$ cat config.mk
export PLATFORM = sky130hd
export DESIGN_NAME = writeback_arbiter
export DESIGN_NICKNAME = d
export VERILOG_FILES = /design/src/rtl/cpu_parameters.sv /design/src/rtl/rr_arbiter.sv /design/src/rtl/writeback_arbiter.sv
export SDC_FILE = /design/constraint.sdc
export NUM_CORES = 1
export LEC_CHECK = 0
export CORE_MARGIN = 3
export CORE_UTILIZATION = 46
export DETAILED_ROUTE_END_ITERATION = 10
export PLACE_DENSITY = 0.82
export SLEW_MARGIN = 10
export SYNTH_ARGS = -nofsm -noshare
export SYNTH_HDL_FRONTEND = slang
export SYNTH_SLANG_ARGS = --single-unit
$ cat constraint.sdc
create_clock -name clk -period 17.8 [get_ports clk]
set_input_delay 4.45 -clock clk [delete_from_list [all_inputs] [get_ports clk]]
set_output_delay 4.45 -clock clk [all_outputs]
set_load 0.02 [all_outputs]
$ cat src/rtl/cpu_parameters.sv
// Shared CPU-wide constants and types: data width, writeback port indices and
// the writeback buffer entry layout.
package cpu_parameters;

  localparam int xlen = 32;

  localparam int WB_ALU = 0;
  localparam int WB_LSU = 1;
  localparam int WB_MDU = 2;

  typedef struct packed {
    logic            v;
    logic [4:0]      rd;
    logic [xlen-1:0] data;
  } wb_entry_t;

endpackage

$ cat src/rtl/rr_arbiter.sv
// Combinational round-robin arbiter: picks the first requester above the last
// granted index (wrapping), returning a one-hot grant.
module rr_arbiter #(
  parameter int NUM_PORTS = 3,
  parameter int PTR_W     = (NUM_PORTS > 1) ? $clog2(NUM_PORTS) : 1
) (
  input  logic [NUM_PORTS-1:0] req,
  input  logic [PTR_W-1:0]     last_grant,
  output logic [NUM_PORTS-1:0] grant
);

  logic found;
  int   idx;

  // Scan starts one past last_grant so the previous winner is considered last.
  always_comb begin
    grant = '0;
    found = 1'b0;
    idx   = 0;
    for (int i = 1; i <= NUM_PORTS; i++) begin
      idx = (int'(last_grant) + i) % NUM_PORTS;
      if (!found && req[idx]) begin
        grant[idx] = 1'b1;
        found      = 1'b1;
      end
    end
  end

endmodule

$ cat src/rtl/writeback_arbiter.sv
// Writeback arbiter: one result buffer per source port, round-robin retirement
// into the register file write port. Optional macro: WB_INSTRET_COUNTER_EN.
module writeback_arbiter
  import cpu_parameters::*;
#(
  parameter int NUM_PORTS = 3
) (
  input  logic                           clk,
  input  logic                           rst,
  input  logic [NUM_PORTS-1:0]           wb_v_i,
  output logic [NUM_PORTS-1:0]           wb_ready_o,
  input  logic [NUM_PORTS-1:0][4:0]      wb_rd_i,
  input  logic [NUM_PORTS-1:0][xlen-1:0] wb_data_i,
  input  logic                           flush,
  output logic                           res_v,
  output logic [4:0]                     res_adr,
  output logic [xlen-1:0]                res_data,
  output logic                           instret_o
`ifdef WB_INSTRET_COUNTER_EN
  ,
  output logic [63:0]                    minstret_o
`endif
);

  localparam int PTR_W = (NUM_PORTS > 1) ? $clog2(NUM_PORTS) : 1;

  wb_entry_t              buf_q [NUM_PORTS];
  logic [NUM_PORTS-1:0]   buf_v;
  logic [NUM_PORTS-1:0]   rr_grant;
  logic [NUM_PORTS-1:0]   grant;
  logic [PTR_W-1:0]       last_grant;
  logic                   gnt_any;
  logic [PTR_W-1:0]       gnt_idx;
  logic [4:0]             gnt_rd;
  logic [xlen-1:0]        gnt_data;

  always_comb begin
    for (int p = 0; p < NUM_PORTS; p++) begin
      buf_v[p] = buf_q[p].v;
    end
  end

  rr_arbiter #(
    .NUM_PORTS (NUM_PORTS),
    .PTR_W     (PTR_W)
  ) u_rr_arbiter (
    .req        (buf_v),
    .last_grant (last_grant),
    .grant      (rr_grant)
  );

  // A flush cycle suppresses the grant so nothing retires while buffers drop.
  assign grant      = flush ? '0 : rr_grant;
  assign wb_ready_o = ~buf_v | grant;

  always_comb begin
    gnt_any  = |grant;
    gnt_idx  = '0;
    gnt_rd   = '0;
    gnt_data = '0;
    for (int p = 0; p < NUM_PORTS; p++) begin
      if (grant[p]) begin
        gnt_idx  = PTR_W'(p);
        gnt_rd   = buf_q[p].rd;
        gnt_data = buf_q[p].data;
      end
    end
  end

  always_ff @(posedge clk or posedge rst) begin
    if (rst) begin
      for (int p = 0; p < NUM_PORTS; p++) begin
        buf_q[p] <= '0;
      end
    end else begin
      for (int p = 0; p < NUM_PORTS; p++) begin
        if (flush) begin
          buf_q[p].v <= 1'b0;
        end else if (wb_v_i[p] && wb_ready_o[p]) begin
          buf_q[p] <= {1'b1, wb_rd_i[p], wb_data_i[p]};
        end else if (grant[p]) begin
          buf_q[p].v <= 1'b0;
        end
      end
    end
  end

  // Writes to x0 still retire, they just never assert the write strobe.
  always_ff @(posedge clk or posedge rst) begin
    if (rst) begin
      res_v      <= 1'b0;
      res_adr    <= '0;
      res_data   <= '0;
      instret_o  <= 1'b0;
      last_grant <= PTR_W'(NUM_PORTS - 1);
    end else if (gnt_any) begin
      res_v      <= (gnt_rd != 5'd0);
      res_adr    <= gnt_rd;
      res_data   <= gnt_data;
      instret_o  <= 1'b1;
      last_grant <= gnt_idx;
    end else begin
      res_v      <= 1'b0;
      instret_o  <= 1'b0;
    end
  end

`ifdef WB_INSTRET_COUNTER_EN
  always_ff @(posedge clk or posedge rst) begin
    if (rst) begin
      minstret_o <= '0;
    end else if (instret_o) begin
      minstret_o <= minstret_o + 64'd1;
    end
  end
`endif

endmodule

Word level (Yosys, flattened, before mapping)
Cells that the tools add are included.
{ "classes": {"add_sub_neg": 3, "div": 3, "n_lt_le_gt_ge": 6, "mux": 40, "bitwise_logic": 5, "n_reduce_logical": 18} }
{ "ops": {"columns": ["operator", "count"], "rows": [
  [">= comparator 32 x 1 -> 1 bit (second input constant)", 3],
  ["less-than comparator 32 x 4 -> 1 bit (second input constant)", 3],
  ["remainder unit 32 x 3 -> 32 bit (second input constant)", 3],
  ["two-way mux 32 bit", 3],
  ["two-way mux 1 bit", 23],
  ["two-way mux 5 bit", 3],
  ["two-way mux 3 bit", 4],
  ["bitwise OR 3 bit", 3],
  ["nonzero test 3 bit", 3],
  ["logical AND 1 bit", 8],
  ["adder 2 x 2 -> 3 bit (second input constant)", 2],
  ["binary-select mux 1 bit (select 2 bit)", 3],
  ["demux 1 bit (select 2 bit)", 3],
  ["AND reduction 2 bit", 3],
  ["nonzero test 5 bit", 1],
  ["adder 2 x 1 -> 3 bit (second input constant)", 1],
  ["inverter 3 bit", 1],
  ["OR reduction 3 bit", 1],
  ["zero test 1 bit", 2],
  ["two-way mux 2 bit", 1],
  ["inverter 1 bit", 1]
]} }
{ "word_totals": {"register_bits": 155, "input_bits": 117, "output_inout_bits": 42, "word_cells": 89} }

Logic depth before layout (Yosys ltp)
Gate-level depths: netlist of run 1.
{ "depth": {"depth_word": 18, "depth_mapped": 12, "depth_no_buf": 9} }

Modules after synthesis
A second synthesis of run 1 with hierarchy kept.
{ "hier_totals": {"cells_unflattened": 487, "hier_area_um2": 6546.3} }
{ "modules_own_cells": {"columns": ["mod", "n_inst", "cells_per_inst", "area_per_inst_um2", "seq_area_each_um2"], "rows": [
  ["writeback_arbiter", 1, 447, 6267.3, 3880.0],
  ["rr_arbiter", 1, 40, 279.0, 0.0]
]} }

Least setup slack after synthesis of run 1
Ideal clock, no wire load.
{ "synth_timing": {"kind": "input to output", "from": "input flush", "to": "output wb_ready_o[2]", "arrival_ns": 5.466, "required_ns": 13.350, "path_slack_ns": 7.884, "cell_stages": 5, "path_buffers": 3, "path_cell_list": "clkbuf_1 -> nand2b_1 -> buf_2 -> clkbuf_1 -> nand2_1"} }
{ "synth_between": {"elab_chain_len": 2} }
{ "synth_rtl": {"columns": ["element", "line_no", "source"], "rows": [
  ["start: declaration", "writeback_arbiter.sv:14", "input logic flush,"],
  ["two-way mux 3 bit", "writeback_arbiter.sv:53", "assign grant = flush ? '0 : rr_grant;"],
  ["bitwise OR 3 bit", "writeback_arbiter.sv:54", "assign wb_ready_o = ~buf_v | grant;"],
  ["end: declaration", "writeback_arbiter.sv:11", "output logic [NUM_PORTS-1:0] wb_ready_o,"]
]} }
No other way between the ends.

Final worst setup path of run 1
Same ends and word-level chain as after synthesis.

==> impl_metrics.py, run 1 <==
metrics = {
    "finish": {
        "syn2layout_area_growth_pct": 33.9,
        "final_core_util": 0.644,
        "diodes": 0,
        "design_area_um2": 9150,
        "fin_nets": 819,
        "drive_gt1_frac": 0.186,
        "nFillCells": 1078,
    },
    "drt": {
        "dr.pass1.iters": 4,
        "drc": 0,
        "wl_per_cell_um": 19.2,
        "via_count": 5007,
        "route.met2.wl_mm": 8.68,
        "drt_iter0_markers": 272,
        "wl_met1_mm": 7.00,
        "wl_mm": 17.1,
        "drtAntennaViolNets": 0,
        "top_layer": "met4",
        "viasPerCell": 5.62,
        "wl_met3_mm": 1.16,
    },
    "worst_setup_path": {
        "crit_family": "buffers and inverters",
        "critical_path_required_ns": 13.35,
        "crit_buf_inv": 2,
        "crit_path_start_kind": "input pin",
        "ff2ff_setup_slack_ns": 13.58,
        "endpoint_kind": "primary output",
        "crit_chain": "clkdlybuf4s50_1 > nand2b_1 > nand2_1 > clkdlybuf4s50_1",
        "crit_path_frequent_cell": "clkdlybuf4s50_1",
        "slowest_stage": "clkdlybuf4s50_1",
        "criticalPathCategory": "input pin to primary output",
        "cp.arrival_ns": 6.32,
        "worstPathMaxFanout": 21,
        "critPathMaxStageDelay_ns": 0.83,
    },
    "place": {
        "io_buffers": 158,
        "dp_hpwl_mm": 11.1,
        "place.gp.congestion": 0.771,
        "placed_area_um2": 8540,
    },
    "outcome": {
        "status": "finished clean",
    },
    "sta": {
        "setup_viol": 0,
        "fin_skew_ns": 0.00906,
        "max_freq_mhz": 92.9,
        "hold_violations": 0,
        "slew-limit-headroom": 0.325,
        "finalSetupTns_ns": 0,
        "tightest_slew_ns": 1.01,
        "drv_slew": 0,
        "min_period_over_period": 0.605,
        "rsz0062_at_grt": "no",
        "min_period_ns": 10.77,
    },
    "logic_synthesis": {
        "synth_cells": 554,
        "ys.flop_type": "dfrtp_1",
        "yosysSeqAreaShare": 0.568,
        "async_flop_share": 1.00,
        "synth_area_um2": 6830,
        "yosysUniqueCellTypes": 43,
        "ys_warn_count": 0,
        "synth_top_area_frac": 0.564,
        "synth_nets": 675,
        "ys_top_cells_by_area": "dfrtp_1 (56%), mux2_2 (13%), mux2_1 (4.9%)",
        "avgSynthCellArea_um2": 12.3,
        "yosysTopAreaCell": "dfrtp_1",
        "synth_edf_count": 0,
        "ys_ff_latch": 155,
    },
    "pwr": {
        "vdd.ir_drop.worst_mv": 0.0919,
        "power_density_nw_per_um2": 171,
        "total_power_mw": 1.57,
        "p_leak_nw": 3.80,
    },
    "global_routing": {
        "grt_pass1_vias": 5347,
        "track_usage": 0.216,
        "antenna_found_initial": 0,
        "grt-ovfl-total": 0,
        "grt_max_degree": 84,
        "grt_pass1_wl_mm": 27.5,
    },
    "clock_network": {
        "clock_path_buffers": 2,
        "clk_pin_slew_worst_paths_ns": 0.06,
        "clock_latency_ns": 0.43,
        "cts_resized": 0,
        "cts_sinks": 155,
        "numCtsBuffers": 17,
        "root_buffer": "clkbuf_16",
        "cts_max_level": 4,
        "cts_tree": "done",
        "post_cts_buffers": 0,
        "cts_hold_buf": 0,
    },
    "job": {
        "max_cap_viol_count": 0,
    },
    "floorplanning": {
        "core_area_um2": 14200,
        "start_util": 0.481,
        "die_h_um": 128,
        "die-area_um2": 16400,
        "top_level_ports": 159,
        "die_w_um": 128,
        "rows": 43,
    },
    "worst_hold_path": {
        "hold_path_class": "flip-flop to flip-flop",
    },
}
-- Yosys cell counts (2+ instances only) --
cell         n
a2bb2oi_1    5
o21ai_0      7
nand3_1      5
o22ai_1     32
a211oi_1    32
nor2_1      39
buf_4        6
nand3b_1     3
mux2_1      30
a22o_1       2
mux2_2      81
nor3_1      33
mux2i_1      5
nor2b_1      3
nand2b_1    35
buf_2       12
inv_1        7
clkbuf_1    19
clkbuf_2     2
ha_1         4
a21o_1       4
nand2_1      9
a21oi_1      5
a31o_2       2
dfrtp_1    154
-- per-layer routing --
layer	vias to the layer above	GRT usage
met1	2512	0.263
met4	0	0.0618
met3	28	0.0642
met5	-	0
met2	178	0.373
li1	2289	-
-- cell families after synthesis --
| kind of cell | Yosys count | share of synthesized area |
|---|---|---|
| AOI/OAI and AO/OA | 101 | 0.106 |
| adders and majority gates | 4 | 0.00732 |
| buffers and inverters | 47 | 0.0317 |
| DFF | 155 | 0.568 |
| muxes | 116 | 0.190 |
| and+or+nand+nor | 131 | 0.0971 |
-- layout make-up --
class                           count  area (µm²)  share of cell area
Clock buffer                       19         453              0.0495
Clock inverter                     13         156              0.0171
Inverter                            7        31.3             0.00342
Multi-Input combinational cell    352        2770               0.303
Sequential cell                   155        3880               0.424
Tap cell                          180         225              0.0246
Timing Repair Buffer              165        1630               0.179
-- worst paths after layout --
path                            depth (start not counted)                     end                       from
max in group asynchronous                               3    buf_q[2]$_DFFE_PP0P_                        rst
worst max register to register                         10  buf_q[107]$_DFFE_PP0P_  last_grant[1]$_DFFE_PP1P_
worst min-delay path                                    1  res_adr[1]$_DFFE_PP0P_     res_adr[1]$_DFFE_PP0P_
worst max-delay path                                    4           wb_ready_o[2]                      flush
min in group asynchronous                               2   buf_q[94]$_DFFE_PP0P_                        rst
worst min register to register                          1  res_adr[1]$_DFFE_PP0P_     res_adr[1]$_DFFE_PP0P_
-- layout by cell type (no fill, tap or decap), types with 3 or more instances in the layout --
master           instances
buf_4                    7
mux2_2                  81
nor2_1                  38
clkinv_4                 3
nand2b_1                35
clkbuf_16               17
a21oi_1                  5
o22ai_1                 32
a211oi_1                32
mux2_1                  30
o21ai_0                  7
nand2_1                  9
a2bb2oi_1                5
ha_1                     4
nor2b_1                  3
mux2i_1                  5
nand3b_1                 3
inv_6                    6
a21o_1                   4
inv_1                    6
nand3_1                  5
clkdlybuf4s50_1        158
nor3_1                  33
dfrtp_1                154
-- state kept, by name, indices dropped and copies added, names as in the netlist --
| name | cells |
|---|---|
| res_v | 1 |
| last_grant | 2 |
| instret_o | 1 |
| res_adr | 5 |
| res_data | 32 |
| buf_q | 114 |
-- per-stage QoR --
step / setup slack (ns) / hold slack, ns / instances
final: 7.03 / 0.485 / 891
after global routing: 6.89 / 0.510 / 891
after CTS: 7.02 / 0.491 / 891
after detailed placement: 7.04 / 0.471 / 859
after global placement: 7.08 / 0.462 / 859
after floorplan: 7.88 / 0.456 / 554
-- power breakdown --
part / internal, mW / switching [mW]
Combinational: 0.299 / 0.334
Clock: 0.218 / 0.153
Sequential: 0.488 / 0.0746
Total: 1.00 / 0.562
(Power assumes the default switching activity.)
==> run 2: changes to the inputs <==
CORE_UTILIZATION = 45   (was 46)
PLACE_DENSITY = 0.84   (was 0.82)
clock period = 9.4 ns   (was 17.8 ns; I/O delays follow)
==> impl_metrics.py, run 2 (synthesized netlist as in run 1, its figures left out) <==
metrics = {
    "pwr": {
        "seqPwrFrac": 0.363,
        "pwr-share-clk": 0.233,
        "p_int_mw": 1.91,
        "comb_power_share": 0.404,
        "p_leak_nw": 3.79,
        "power_density_nw_per_um2": 322,
        "power.switching_mw": 1.03,
        "vdd.ir_drop.worst_mv": 0.180,
        "swShare": 0.351,
    },
    "clock_network": {
        "cts_sinks": 155,
        "clk_pin_slew_worst_paths_ns": 0.06,
        "cts_resized": 0,
        "root_buffer": "clkbuf_16",
        "clock_path_buffers": 2,
        "cts_tree": "done",
        "numCtsBuffers": 17,
        "cts_max_level": 4,
        "post_cts_buffers": 0,
        "cts_hold_buf": 0,
        "clock_latency_ns": 0.42,
    },
    "worst_setup_path": {
        "critical_path_required_ns": 7.05,
        "ff2ff_setup_slack_ns": 5.25,
        "crit_chain": "clkdlybuf4s50_1 > nand2b_2 > nand2_1 > clkdlybuf4s50_1",
        "timing.rr.end": "buf_q[101]$_DFFE_PP0P_",
        "crit_family": "buffers and inverters",
        "crit_cells": 4,
        "crit_path_frequent_cell": "clkdlybuf4s50_1",
        "r2r_cells": 10,
        "endpoint_kind": "primary output",
        "crit_path_start_kind": "input pin",
        "worstPathMaxFanout": 34,
        "crit_buf_inv": 2,
        "cp.arrival_ns": 4.79,
        "endpoint": "wb_ready_o[2]",
        "startpoint": "flush",
        "criticalPathCategory": "input pin to primary output",
        "critPathMaxStageDelay_ns": 0.99,
        "slowest_stage": "clkdlybuf4s50_1",
        "r2r_start": "last_grant[1]$_DFFE_PP1P_",
    },
    "global_routing": {
        "antenna_found_initial": 0,
        "grt_pass1_vias": 5399,
        "grt_pass1_wl_mm": 27.0,
        "grt_max_degree": 80,
        "track_usage": 0.208,
        "grt-ovfl-total": 0,
    },
    "drt": {
        "drtAntennaViolNets": 0,
        "wl_met3_mm": 1.06,
        "wl_per_cell_um": 18.8,
        "wl_met1_mm": 7.00,
        "dr.pass1.iters": 5,
        "drc": 0,
        "drt_iter0_markers": 340,
        "wl_mm": 16.8,
        "via_count": 4971,
        "viasPerCell": 5.56,
        "route.met2.wl_mm": 8.52,
        "top_layer": "met4",
    },
    "sta": {
        "fin_skew_ns": 0.0107,
        "min_period_ns": 7.14,
        "tightest_slew_ns": 1.17,
        "finalSetupTns_ns": 0,
        "timing.hold.ws_ns": 0.478,
        "min_period_over_period": 0.760,
        "max_freq_mhz": 140,
        "rsz0062_at_grt": "no",
        "setup_viol": 0,
        "drv_slew": 0,
        "slew-limit-headroom": 0.220,
        "hold_violations": 0,
    },
    "finish": {
        "syn2layout_area_growth_pct": 33.8,
        "fin_nets": 819,
        "mostFrequentLayoutCell": "clkdlybuf4s50_1",
        "final_cell_mix": "clkdlybuf4s50_1 (158), dfrtp_1 (154), mux2_2 (81), nor2_1 (38), nand2b_1 (34)",
        "largest_reg_flops": 114,
        "drive_gt1_frac": 0.185,
        "top_regs": "buf_q x114, res_data x32, res_adr x5",
        "top_register": "buf_q",
        "diodes": 0,
    },
    "place": {
        "place.gp.congestion": 0.797,
        "dp_hpwl_mm": 11.4,
        "io_buffers": 158,
    },
    "floorplanning": {
        "core_area_um2": 14700,
        "top_level_ports": 159,
        "die_h_um": 129,
        "rows": 44,
        "start_util": 0.465,
        "die-area_um2": 16700,
        "die_w_um": 129,
    },
    "job": {
        "max_cap_viol_count": 0,
    },
    "worst_hold_path": {
        "hold_path_class": "flip-flop to flip-flop",
    },
    "outcome": {
        "status": "finished clean",
    },
}
==> run 2: power groups by stage <==
stage / Combinational (mW) / Clock, mW / Sequential, mW
CTS: 1.19 / 0.696 / 1.07
finish: 1.19 / 0.685 / 1.07
global route: 1.29 / 0.727 / 1.10
global placement: 1.14 / 0 / 1.06
floorplan: 0.721 / 0 / 1.13
detailed placement: 1.19 / 0 / 1.08
==> run 2: area by class of cell <==
cell class / count / area [µm²]
clock buffers: 22 / 484
clock inverters: 9 / 114
fillers: 1124 / 5560
inverters: 7 / 31.3
multi-input cells: 352 / 2770
flip-flops and latches: 155 / 3880
well taps: 184 / 230
repair buffers: 165 / 1630
==> run 2: worst register-to-register path, stage by stage (launching register included) <==
cell      delay [ns]
dfstp_2         0.54
inv_1           0.07
ha_1            0.24
mux2i_1         0.27
mux2i_1         0.17
a21oi_1         0.18
a22o_2          0.78
nand2_1         0.11
nand3b_1        0.83
buf_4           0.47
mux2_2          0.39
==> run 2: metrics by stage <==
stage	setup WS [ns]	util	instance area (µm²)	instances	power, mW
global route	2.04	0.622	9140	894	3.11
finish	2.26	0.622	9140	894	2.94
detailed placement	2.26	0.581	8540	863	2.26
global placement	2.30	0.581	8540	863	2.20
CTS	2.24	0.622	9140	894	2.96
floorplan	2.87	-	6830	554	1.85
==> run 2: metal layers <==
layer,up-vias,track usage
li1,2289,-
met1,2476,0.259
met2,180,0.350
met3,26,0.0614
met4,0,0.0679
met5,-,0
==> run 2: how the worst min path moves through the flow <==
stage | from | end | slack [ns] | cells past startpoint
final | res_adr[4]$_DFFE_PP0P_ | res_adr[4]$_DFFE_PP0P_ | 0.48 | 1
after global routing | res_adr[4]$_DFFE_PP0P_ | res_adr[4]$_DFFE_PP0P_ | 0.49 | 1
after CTS | res_adr[4]$_DFFE_PP0P_ | res_adr[4]$_DFFE_PP0P_ | 0.48 | 1
after detailed placement | res_adr[4]$_DFFE_PP0P_ | res_adr[4]$_DFFE_PP0P_ | 0.46 | 1
after global placement | res_adr[3]$_DFFE_PP0P_ | res_adr[3]$_DFFE_PP0P_ | 0.47 | 1
after floorplan | buf_q[34]$_DFFE_PP0P_ | buf_q[34]$_DFFE_PP0P_ | 0.46 | 1
